## src/rtl/cortex_lb_bridge.sv

```systemverilog
// -----------------------------------------------------------------------------
// cortex_lb_bridge
//
// Bridges an Avalon-MM style host port onto the cortex local bus. One command
// is outstanding at a time: the host is held off with avs_waitrequest until
// the cortex answers (lb_wr_valid / lb_rd_valid). Read data comes back on
// avs_readdata with a one-cycle avs_readdatavalid strobe.
//
// Optional feature (macro CORTEX_LB_BRIDGE_TIMEOUT_EN):
//   When defined, a 16-bit wait counter forces completion after
//   TIMEOUT_CYCLES cycles without a cortex response. Reads that time out
//   return DEFAULT_DATA_VAL. Each timeout sets the sticky timeout_flag and
//   bumps the saturating timeout_cnt; timeout_clr clears both.
//   When undefined, the bridge waits indefinitely, timeout_flag and
//   timeout_cnt are tied low and timeout_clr is ignored.
//
// Ports
//   clk, rst_n          system clock, synchronous active-low reset
//   avs_address         host word address (LB_ADDR_W)
//   avs_read/avs_write  host read / write request
//   avs_writedata       host write data (LB_DATA_W)
//   avs_waitrequest     high = command not accepted (low only when idle)
//   avs_readdatavalid   one-cycle read-return strobe
//   avs_readdata        read-return data, held between strobes
//   lb_wr_en/lb_rd_en   one-cycle local bus strobes
//   lb_addr/lb_wr_data  command address / data, stable until completion
//   lb_wr_valid         cortex write completion
//   lb_rd_valid         cortex read completion, data on lb_rd_data
//   timeout_clr         clears timeout_flag and timeout_cnt
//   timeout_flag        sticky timeout indicator
//   timeout_cnt         saturating timeout count
// -----------------------------------------------------------------------------
module cortex_lb_bridge #(
  parameter int unsigned              LB_DATA_W        = 32,
  parameter int unsigned              LB_ADDR_W        = 16,
  parameter int unsigned              TIMEOUT_CYCLES   = 256,
  parameter logic [LB_DATA_W-1:0]     DEFAULT_DATA_VAL = 'hdeadbabe
) (
  input  logic                 clk,
  input  logic                 rst_n,
  input  logic [LB_ADDR_W-1:0] avs_address,
  input  logic                 avs_read,
  input  logic                 avs_write,
  input  logic [LB_DATA_W-1:0] avs_writedata,
  output logic                 avs_waitrequest,
  output logic                 avs_readdatavalid,
  output logic [LB_DATA_W-1:0] avs_readdata,
  output logic                 lb_wr_en,
  output logic                 lb_rd_en,
  output logic [LB_ADDR_W-1:0] lb_addr,
  output logic [LB_DATA_W-1:0] lb_wr_data,
  input  logic                 lb_wr_valid,
  input  logic                 lb_rd_valid,
  input  logic [LB_DATA_W-1:0] lb_rd_data,
  input  logic                 timeout_clr,
  output logic                 timeout_flag,
  output logic [7:0]           timeout_cnt
);

  typedef enum logic [1:0] {
    IDLE    = 2'd0,
    WR_WAIT = 2'd1,
    RD_WAIT = 2'd2
  } state_t;

  // Wait-counter value on which a still-unanswered command is forced to end.
  localparam logic [15:0] TIMEOUT_LAST = 16'(TIMEOUT_CYCLES - 1);

  state_t state_q, state_d;

  logic wr_accept;    // write command taken from the host this cycle
  logic rd_accept;    // read command taken from the host this cycle
  logic rd_done;      // cortex read response accepted this cycle
  logic timeout_hit;  // forced completion this cycle
  logic timeout_now;  // wait counter has reached its last value

  // The host is only stalled while a command is outstanding, so reset
  // (which forces IDLE) releases waitrequest immediately.
  assign avs_waitrequest = (state_q != IDLE);

  // ---------------------------------------------------------------------------
  // Next-state / control decode
  // ---------------------------------------------------------------------------
  // NOTE: every signal driven here gets a default first, so no path through
  // the case statement can leave one unassigned and infer a latch.
  always_comb begin
    state_d     = state_q;
    wr_accept   = 1'b0;
    rd_accept   = 1'b0;
    rd_done     = 1'b0;
    timeout_hit = 1'b0;
    case (state_q)
      IDLE: begin
        // Write has priority; a simultaneous read is consumed and dropped.
        if (avs_write) begin
          wr_accept = 1'b1;
          state_d   = WR_WAIT;
        end else if (avs_read) begin
          rd_accept = 1'b1;
          state_d   = RD_WAIT;
        end
      end
      WR_WAIT: begin
        // A valid in the same cycle as the timeout wins over the timeout.
        if (lb_wr_valid) begin
          state_d = IDLE;
        end else if (timeout_now) begin
          timeout_hit = 1'b1;
          state_d     = IDLE;
        end
      end
      RD_WAIT: begin
        if (lb_rd_valid) begin
          rd_done = 1'b1;
          state_d = IDLE;
        end else if (timeout_now) begin
          timeout_hit = 1'b1;
          state_d     = IDLE;
        end
      end
      default: state_d = IDLE;
    endcase
  end

  // ---------------------------------------------------------------------------
  // State register, strobes and datapath registers
  // ---------------------------------------------------------------------------
  // NOTE: sequential state uses non-blocking assignments so every register
  // samples the values from before the edge, independent of statement order.
  always_ff @(posedge clk) begin
    if (!rst_n) begin
      state_q           <= IDLE;
      lb_wr_en          <= 1'b0;
      lb_rd_en          <= 1'b0;
      lb_addr           <= '0;
      lb_wr_data        <= '0;
      avs_readdatavalid <= 1'b0;
      avs_readdata      <= '0;
    end else begin
      state_q  <= state_d;
      lb_wr_en <= wr_accept;
      lb_rd_en <= rd_accept;

      if (wr_accept || rd_accept) begin
        lb_addr <= avs_address;
      end
      if (wr_accept) begin
        lb_wr_data <= avs_writedata;
      end

      // Only reads return data; a timed-out write completes silently.
      avs_readdatavalid <= rd_done || (timeout_hit && (state_q == RD_WAIT));
      if (rd_done) begin
        avs_readdata <= lb_rd_data;
      end else if (timeout_hit && (state_q == RD_WAIT)) begin
        avs_readdata <= DEFAULT_DATA_VAL;
      end
    end
  end

`ifdef CORTEX_LB_BRIDGE_TIMEOUT_EN
  // ---------------------------------------------------------------------------
  // Wait counter and timeout statistics
  // ---------------------------------------------------------------------------
  logic [15:0] wait_cnt_q;

  assign timeout_now = (wait_cnt_q == TIMEOUT_LAST);

  // Counts cycles spent waiting without a response. It restarts on every
  // accepted command, so its value in the first wait cycle is zero.
  always_ff @(posedge clk) begin
    if (!rst_n) begin
      wait_cnt_q <= '0;
    end else if (wr_accept || rd_accept) begin
      wait_cnt_q <= '0;
    end else if ((state_q != IDLE) && (state_d == state_q)) begin
      wait_cnt_q <= wait_cnt_q + 16'd1;
    end
  end

  // A clear in the same cycle as a timeout takes precedence.
  always_ff @(posedge clk) begin
    if (!rst_n) begin
      timeout_flag <= 1'b0;
      timeout_cnt  <= '0;
    end else if (timeout_clr) begin
      timeout_flag <= 1'b0;
      timeout_cnt  <= '0;
    end else if (timeout_hit) begin
      timeout_flag <= 1'b1;
      if (timeout_cnt != 8'hff) begin
        timeout_cnt <= timeout_cnt + 8'd1;
      end
    end
  end
`else
  // Without the timeout feature the bridge waits for the cortex forever.
  assign timeout_now  = 1'b0;
  assign timeout_flag = 1'b0;
  assign timeout_cnt  = '0;

  logic unused_timeout_cfg;
  assign unused_timeout_cfg = ^{timeout_clr, TIMEOUT_LAST};
`endif

endmodule

```

## config.mk

```make
export PLATFORM = sky130hd
export DESIGN_NAME = cortex_lb_bridge
export DESIGN_NICKNAME = d
export VERILOG_FILES = /design/src/rtl/cortex_lb_bridge.sv
export SDC_FILE = /design/constraint.sdc
export NUM_CORES = 1
export LEC_CHECK = 0
export CAP_MARGIN = 5
export CORE_MARGIN = 3
export CORE_UTILIZATION = 29
export DETAILED_ROUTE_END_ITERATION = 8
export SLEW_MARGIN = 25
export SYNTH_ARGS = -nofsm -noshare
export SYNTH_HDL_FRONTEND = slang
export SYNTH_SLANG_ARGS = --single-unit
```

## constraint.sdc

```tcl
create_clock -name clk -period 1.5 [get_ports clk]
set_clock_uncertainty 0.2 [all_clocks]
set_input_delay 0.3 -clock clk [delete_from_list [all_inputs] [get_ports clk]]
set_output_delay 0.3 -clock clk [all_outputs]
set_load 0.05 [all_outputs]
```

==> summary.md, run 1 <==
| Metric | Value |
|---|---|
| Worst setup slack after layout | `-0.1040 ns` |
| Outcome | `finished with violations` |
| Antenna viol nets, final | `0` |
| Htree depth | `3` |
| DR vias/cell | `~4.5` |
| Crit-path cells | `or2_4, buf_12` |
| Slew Limit Fails | `0` |
| YS warnings | `0` |
| Seq/Total Area, Yosys | `a little over half` |
| Number of port buffers | `between 150 and 200` |
| Largest family of logic cells by synthesized area | `simple AND/OR/NAND/NOR gates` |
| Internal power | `0.004194 W` |
| Vias in the first global route | `between 2000 and 3000` |
| Distinct cells, synth | `26` |
| DRT Pass-1 Iters | `6` |
| Sw Share | `between 20 and 30%` |
| Crit-path slowest cell | `dfxtp_4` |
| Sink Count | `85` |
| Syn Area/Cell | `8.477 µm²` |
| Final Net Count | `between 600 and 700` |
| Mapped Area | `3247 µm²` |
| Psw | `0.001729 W` |
| Max Clk Rate | `623.4 MHz` |
| Core region area | `roughly 11000 µm²` |
| Final core occ | `approximately three fifths` |
| # hold bufs at CTS | `0` |
| Tmin final | `~1.6 ns` |
| Final Hold Viols | `0` |
| Most frequent cells in the layout | `nand2_1, buf_12, clkdlybuf4s50_1` |
| Die Wd | `about 110 µm` |
| Detailed-route wire length per cell | `~15 µm` |
| Via count | `between 3000 and 4000` |
| 1st-iter DRT viols | `around 140` |
| CTS root buf | `clkbuf_8` |
| GRT Total Usage | `14.37%` |
| CTS tree | `built` |
| Ports | `180` |
| Multiplexer share of the synthesized area | `4.933%` |
| WS Path Type | `register to primary output` |
| Initial Util | `29.82%` |
| Initial antenna violation count | `1` |
| Layout cells sized above 1 | `23.30%` |
| Skew-Pair Late Insertion Delay | `0.33 ns` |
| Setup violations, final | `1` |
| Std cell rows | `38` |
| Post-Synthesis Cells | `approximately 380` |
| CP max stage delay | `~0.34 ns` |
| Pleak | `approximately 2.5 nW` |
| Overflow left after global routing | `0` |
| Peak VDD IR | `0.5509 mV` |
| Die area | `12500 µm²` |
| Setup Total Neg Slack | `-0.1040 ns` |
| Largest net degree at the start of global routing | `78` |
| Power Density | `935.5 nW/µm²` |
| P&R area growth vs syn | `94.99%` |
| N_diodes | `0` |
| Number of flops mapped to enable cells by yosys | `0` |
| Post-synthesis compound-gate area fraction | `a little over a tenth` |
| Longest Clk Path Bufs | `2` |
| Worst endpoint required time | `1.00 ns` |
| Synth Area in Adders | `0%` |
| CP Launch Type | `register` |
| Post-synthesis register bit count | `85` |
| Ys flop type | `dfxtp_1` |
| Combinational power share | `29.4%` |
| Sequential share of power | `a little over two fifths` |
| Period utilisation layout | `106.9%` |
| Overall routed net length | `~10000 µm` |
| CTS buffer count | `9` |
| Failing checks | `negative setup slack` |
| DRC violations left | `0` |
| Critical path endpoint category | `primary output` |
| First-pass GRT wire length | `approximately 14000 µm` |
| Ys async rst share | `0%` |
| GP Congestion | `0.7071` |
| Commonest non-fill, non-tap cell in the layout | `nand2_1` |
| Die Ht | `111.8 µm` |
| Post-synthesis xor/xnor area fraction | `0%` |
| WP data arrival | `1.10 ns` |
| Crit path max fanout | `2` |
| RSZ-0062 raised after global routing | `yes` |
| Clock power frac | `between 20 and 30%` |
| Design Power | `about 0.0059 W` |
| # Max-Cap Violations | `0` |
| Hpwl dp | `roughly 6700 µm` |
| Clock input transition at the sequential cells of the worst setup and hold paths | `~0.08 ns` |
| Synth Area in Simple Gates | `about a quarter` |
| Worst hold path class | `input port to register` |
## routing by layer
layer	wire (µm)	track usage [%]	vias up
li1	-	-	1605
met1	4015	17.01	1408
met2	5020	22.58	111
met3	1018	7.772	7
met4	70	4.136	2
met5	18	0	-
## state kept, by name, indices dropped and copies added, names as in the netlist
register           cells
lb_rd_en               1
avs_readdatavalid      1
lb_addr               16
state_q                2
lb_wr_en               1
lb_wr_data            32
avs_readdata          32
## timing repair
item                       in CTS  in global routing
cloned                          0                  9
pin swaps                       2                  2
setup endpoints to repair      17                 53
resized for setup               5                 10
setup buffers                   6                  3
## metrics by stage
step / setup slack [ns] / hold WS (ns) / instance area, µm² / cells
6_report: -0.1040 / 0.1145 / 6331 / 698
2_1_floorplan: 0.03372 / 0.1785 / 3277 / 391
3_3_place_gp: -0.3005 / 0.2728 / 5819 / 666
3_5_place_dp: -0.3248 / 0.2793 / 5819 / 666
5_1_grt: -0.1547 / 0.1464 / 6331 / 698
4_1_cts: -0.1371 / 0.09333 / 6096 / 686
## logic make-up after synthesis
| logic type | after synthesis |
|---|---|
| other | 1 |
| AO/OA/AOI/OAI | 66 |
| flip-flops | 85 |
| multiplexers | 16 |
| buffers and inverters | 44 |
| AND/OR/NAND/NOR | 171 |
## path summary, 6_finish.rpt
| check | end | slack (ns) | start | cells past startpoint |
|---|---|---|---|---|
| worst max-delay path | avs_waitrequest | -0.10 | state_q[1]$_SDFFE_PN0P_ | 2 |
| worst min-delay path | avs_readdatavalid$_SDFF_PN0_ | 0.11 | rst_n | 3 |
| worst max register to register | lb_addr[6]$_SDFFE_PN0P_ | 0.01 | state_q[1]$_SDFFE_PN0P_ | 5 |
| worst min register to register | lb_wr_data[28]$_SDFFE_PN0P_ | 0.29 | lb_wr_data[28]$_SDFFE_PN0P_ | 2 |
## cells in the mapped netlist, drive strengths merged (2+ instances only)
cell type	n	area [µm²]
nand2	96	360.4
dfxtp	85	1702
nand3	64	320.3
o21ai	64	320.3
buf	33	231.5
mux2i	16	160.2
clkbuf	9	35.03
nor2	4	33.79
inv	2	7.510
## worst max-delay path, delay by kind of cell (launching register included)
| kind | cells | cell delay, ns |
|---|---|---|
| buffers and inverters | 1 | 0.15 |
| DFF | 1 | 0.34 |
| and+or+nand+nor | 1 | 0.27 |
## power groups by stage
stage                     registers [W]  clock network (W)  logic [W]
after CTS                       0.00251            0.00176    0.00163
final                           0.00251            0.00168    0.00174
after floorplan                 0.00291                  0   0.000406
after global routing            0.00252            0.00185    0.00183
after global placement          0.00256                  0    0.00156
after detailed placement        0.00257                  0    0.00157
## area by class of cell
type                    instances  area, µm²
clock inverters                 2      60.06
clock buffers                  12      135.1
repair buffers                195       2932
multi-input cells             262       1313
fillers                       921       4557
inverters                       2      7.507
flip-flops and latches         85       1709
well taps                     140      175.2
(Power assumes the default switching activity.)
==> run 2: changes to the inputs <==
--- a/config.mk
+++ b/config.mk
@@ -9,6 +9,8 @@
 export CORE_MARGIN = 3
 export CORE_UTILIZATION = 29
 export DETAILED_ROUTE_END_ITERATION = 8
+export DONT_BUFFER_PORTS = 1
+export SKIP_CTS_REPAIR_TIMING = 1
 export SLEW_MARGIN = 25
 export SYNTH_ARGS = -nofsm -noshare
 export SYNTH_HDL_FRONTEND = slang
==> run 2 against run 1 <==
Against the previous run: the run now fails in 5_1_grt; synthesized area unchanged; synthesized cell count unchanged.
==> summary.md, run 2 <==
| Metric | Value |
|---|---|
| Outcome | `did not finish` |
| Failed at | `5_1_grt` |
| Error | `[ERROR RSZ-0060] Max buffer count reached.` |
| Post-synthesis compound-gate area fraction | `between 10% and 20%` |
| Ports | `180` |
| Sink Count | `85` |
| Longest Clk Path Bufs | `2` |
| Htree depth | `3` |
| Number of port buffers | `0` |
| Area leader, netlist | `dfxtp_1` |
| Initial Util | `between 20% and 30%` |
| CTS buffer count | `9` |
| Hpwl dp | `between 5000 and 6000 µm` |
| Seq/Total Area, Yosys | `a little over half` |
| Worst EP Category | `primary output` |
| Post-Synthesis Cells | `about 380` |
| Multiplexer share of the synthesized area | `between 4 and 5%` |
| Largest family of logic cells by synthesized area | `simple AND/OR/NAND/NOR gates` |
| Synth Area in Adders | `0%` |
| Post-synthesis xor/xnor area fraction | `0%` |
| Synth Area in Simple Gates | `between 20% and 30%` |
| CTS root buf | `clkbuf_8` |
| Ys async rst share | `0%` |
| Die Ht | `111.8 µm` |
| GP Congestion | `between 0.6 and 0.7` |
| Distinct cells, synth | `26` |
| Yosys top cell area share | `a little over half` |
| Syn Area/Cell | `8.477 µm²` |
| Mapped Area | `3247 µm²` |
| Die Wd | `between 100 and 150 µm` |
| YS warnings | `0` |
| Count leader, synth | `nand2_1` |
| Synth area leaders | `dfxtp_1, nand2_1, nand3_1` |
| Std cell rows | `38` |
| Post-GRT worst EP | `avs_waitrequest` |
| Number of flops mapped to enable cells by yosys | `0` |
| Largest net degree at the start of global routing | `roughly 160` |
| Ys flop type | `dfxtp_1` |
| Synth cell count leaders | `nand2_1, dfxtp_1, nand3_1, o21ai_1, o21ai_0` |
| Post-synthesis register bit count | `85` |
-- run 2: cell counts after synthesis --
Identical to the previous run, type by type.
-- run 2: metrics by stage --
step	setup WS, ns	instance area [µm²]	std cells
floorplan	0.03372	3277	391
global placement	0.02078	3577	537
detailed placement	-0.04333	3577	537
CTS	-0.2770	3757	551
-- run 2: kinds of logic after synthesis --
family | Yosys count
AOI/OAI and AO/OA | 66
muxes | 16
DFF | 85
other | 1
and+or+nand+nor | 171
buffers and inverters | 44
==> run 3: changes to the inputs <==
--- a/config.mk
+++ b/config.mk
@@ -7,9 +7,10 @@
 export LEC_CHECK = 0
 export CAP_MARGIN = 5
 export CORE_MARGIN = 3
-export CORE_UTILIZATION = 29
+export CORE_UTILIZATION = 20
 export DETAILED_ROUTE_END_ITERATION = 8
 export DONT_BUFFER_PORTS = 1
+export PLACE_DENSITY_LB_ADDON = 0.15
 export SKIP_CTS_REPAIR_TIMING = 1
 export SLEW_MARGIN = 25
 export SYNTH_ARGS = -nofsm -noshare
==> run 3 against run 2 <==
Against the previous run: the flow now finishes, with violations (negative hold slack, negative setup slack).
==> summary.md, run 3 (same netlist as run 1, synthesis figures left out) <==
| Metric | Value |
|---|---|
| DR vias/cell | `4.159` |
| Setup WS pre-CTS | `between 0.05 and 0.06 ns` |
| Die Ht | `133.4 µm` |
| DRC violations left | `0` |
| Overall routed net length | `10450 µm` |
| Die area | `between 15000 and 20000 µm²` |
| Layout cells sized above 1 | `a little over a quarter` |
| Detailed-route wire length per cell | `around 14 µm` |
| Setup Total Neg Slack | `-0.2808 ns` |
| DRT Pass-1 Iters | `4` |
| Pleak | `about 2.1 nW` |
| Via count | `around 3100` |
| First-pass GRT wire length | `roughly 13000 µm` |
| Worst hold path class | `input port to register` |
| Std cell rows | `45` |
| CTS tree | `built` |
| 1st-iter DRT viols | `roughly 130` |
| Final Net Count | `606` |
| Power Density | `around 1100 nW/µm²` |
| CP max stage delay | `about 0.36 ns` |
| Final instance area | `about 5300 µm²` |
| Fill count | `1587` |
| Failing checks | `negative hold slack, negative setup slack` |
| Critical path depth | `2` |
| Initial antenna violation count | `0` |
| GP Congestion | `just under 0.7` |
| Cells on worst reg2reg path | `5` |
| Vias in the first global route | `~2400` |
| Crit-path slowest cell | `dfxtp_4` |
| Longest Clk Path Bufs | `2` |
| Register area | `1752 µm²` |
| WP data arrival | `~1.1 ns` |
| Crit path max fanout | `4` |
| Antenna viol nets, final | `0` |
| Commonest non-fill, non-tap cell in the layout | `nand2_1` |
| Max Clk Rate | `between 600 and 700 MHz` |
| RSZ-0062 raised after global routing | `yes` |
| Area after DPL | `roughly 3700 µm²` |
| # Max-Cap Violations | `0` |
| CP Launch Type | `register` |
| Peak VDD IR | `around 0.54 mV` |
| Hpwl dp | `5635 µm` |
| Ports | `180` |
| Critical path endpoint category | `primary output` |
| GRT Total Usage | `a little under a tenth` |
| Htree depth | `3` |
| Skew-Pair Late Insertion Delay | `approximately 0.34 ns` |
| Overflow left after global routing | `0` |
| Reg-to-reg endpoint | `lb_addr[4]$_SDFFE_PN0P_` |
| CTS root buf | `clkbuf_16` |
| Worst setup slack after layout | `-0.1125 ns` |
| Crit path buf inv count | `1` |
| CTS buffer count | `9` |
| Largest net degree at the start of global routing | `between 150 and 200` |
| WS Path Type | `register to primary output` |
| Crit-path cells | `or2_4, buf_12` |
| Crit. Startpoint | `state_q[0]$_SDFFE_PN0P_` |
| Worst endpoint required time | `1.00 ns` |
| Tmin final | `approximately 1.6 ns` |
| Top Registers | `avs_readdata: 32 flops, lb_wr_data: 32 flops, lb_addr: 16 flops` |
| N_diodes | `0` |
| Period utilisation layout | `107.5%` |
| Initial Util | `20.89%` |
| Clock input transition at the sequential cells of the worst setup and hold paths | `0.06 ns` |
| Reg2reg setup slack | `-0.03 ns` |
| Die Wd | `between 100 and 150 µm` |
| Final Hold Viols | `48` |
| P&R area growth vs syn | `64.24%` |
| Footprint of the multi-input gates | `about 1400 µm²` |
| Outcome | `finished with violations` |
| Most frequent cells in the layout | `nand2_1, dlygate4sd3_1, buf_4` |
| Setup violations, final | `14` |
| CP delay by family, top | `flip-flops` |
| CP endpoint | `avs_waitrequest` |
| Number of port buffers | `0` |
| Hold_ws | `-0.1183 ns` |
| Slew Limit Fails | `0` |
| Sink Count | `85` |
| Core region area | `approximately 16000 µm²` |
| Worst r2r src | `state_q[0]$_SDFFE_PN0P_` |
run 3: area by class of cell:
cell class	instances	area share [%]
tap	211	4.951
clock buffer	11	4.552
inverter	2	0.1408
multi-input combinational	262	26.54
sequential	85	32.85
clock inverter	5	0.9385
timing repair buffer	159	30.03
run 3: through the flow:
stage / power, W / util (%) / cells
finish: 0.005993 / 34.32 / 735
global route: 0.006293 / 34.32 / 735
CTS: 0.005720 / 25.85 / 630
detailed placement: 0.003427 / 23.96 / 614
global placement: 0.003414 / 23.96 / 614
floorplan: 0.003316 / - / 391
run 3: layer usage:
layer,part of all wire (%),track usage [%],vias up,wire length [µm]
li1,-,-,1533,-
met1,42,11.55,1379,4407
met2,46,12.02,133,4810
met3,10,5.551,12,1062
met4,1.6,4.971,0,171
met5,0,0,-,0
run 3: power breakdown:
group	switching (W)	internal (W)	total (W)
Sequential	0.000209	0.00239	0.00260
Clock	0.000916	0.00133	0.00224
Combinational	0.000651	0.000500	0.00115
run 3: worst min-delay path by stage:
stage,start,to,slack (ns),cells past startpoint
3_3_place_gp,avs_write,lb_rd_en$_SDFF_PN0_,0.18,1
3_5_place_dp,avs_write,lb_rd_en$_SDFF_PN0_,0.19,1
2_1_floorplan,avs_write,lb_rd_en$_SDFF_PN0_,0.18,1
5_1_grt,rst_n,lb_wr_en$_SDFF_PN0_,-0.13,1
6_report,rst_n,lb_wr_en$_SDFF_PN0_,-0.12,1
4_1_cts,avs_write,lb_rd_en$_SDFF_PN0_,-0.18,1
run 3: worst register-to-register path, cell delays in order, from the launching register on:
cell       delay (ns)
dfxtp_4          0.36
or2_4            0.26
buf_4            0.15
nor2_8           0.11
clkbuf_16        0.18
mux2i_1          0.19
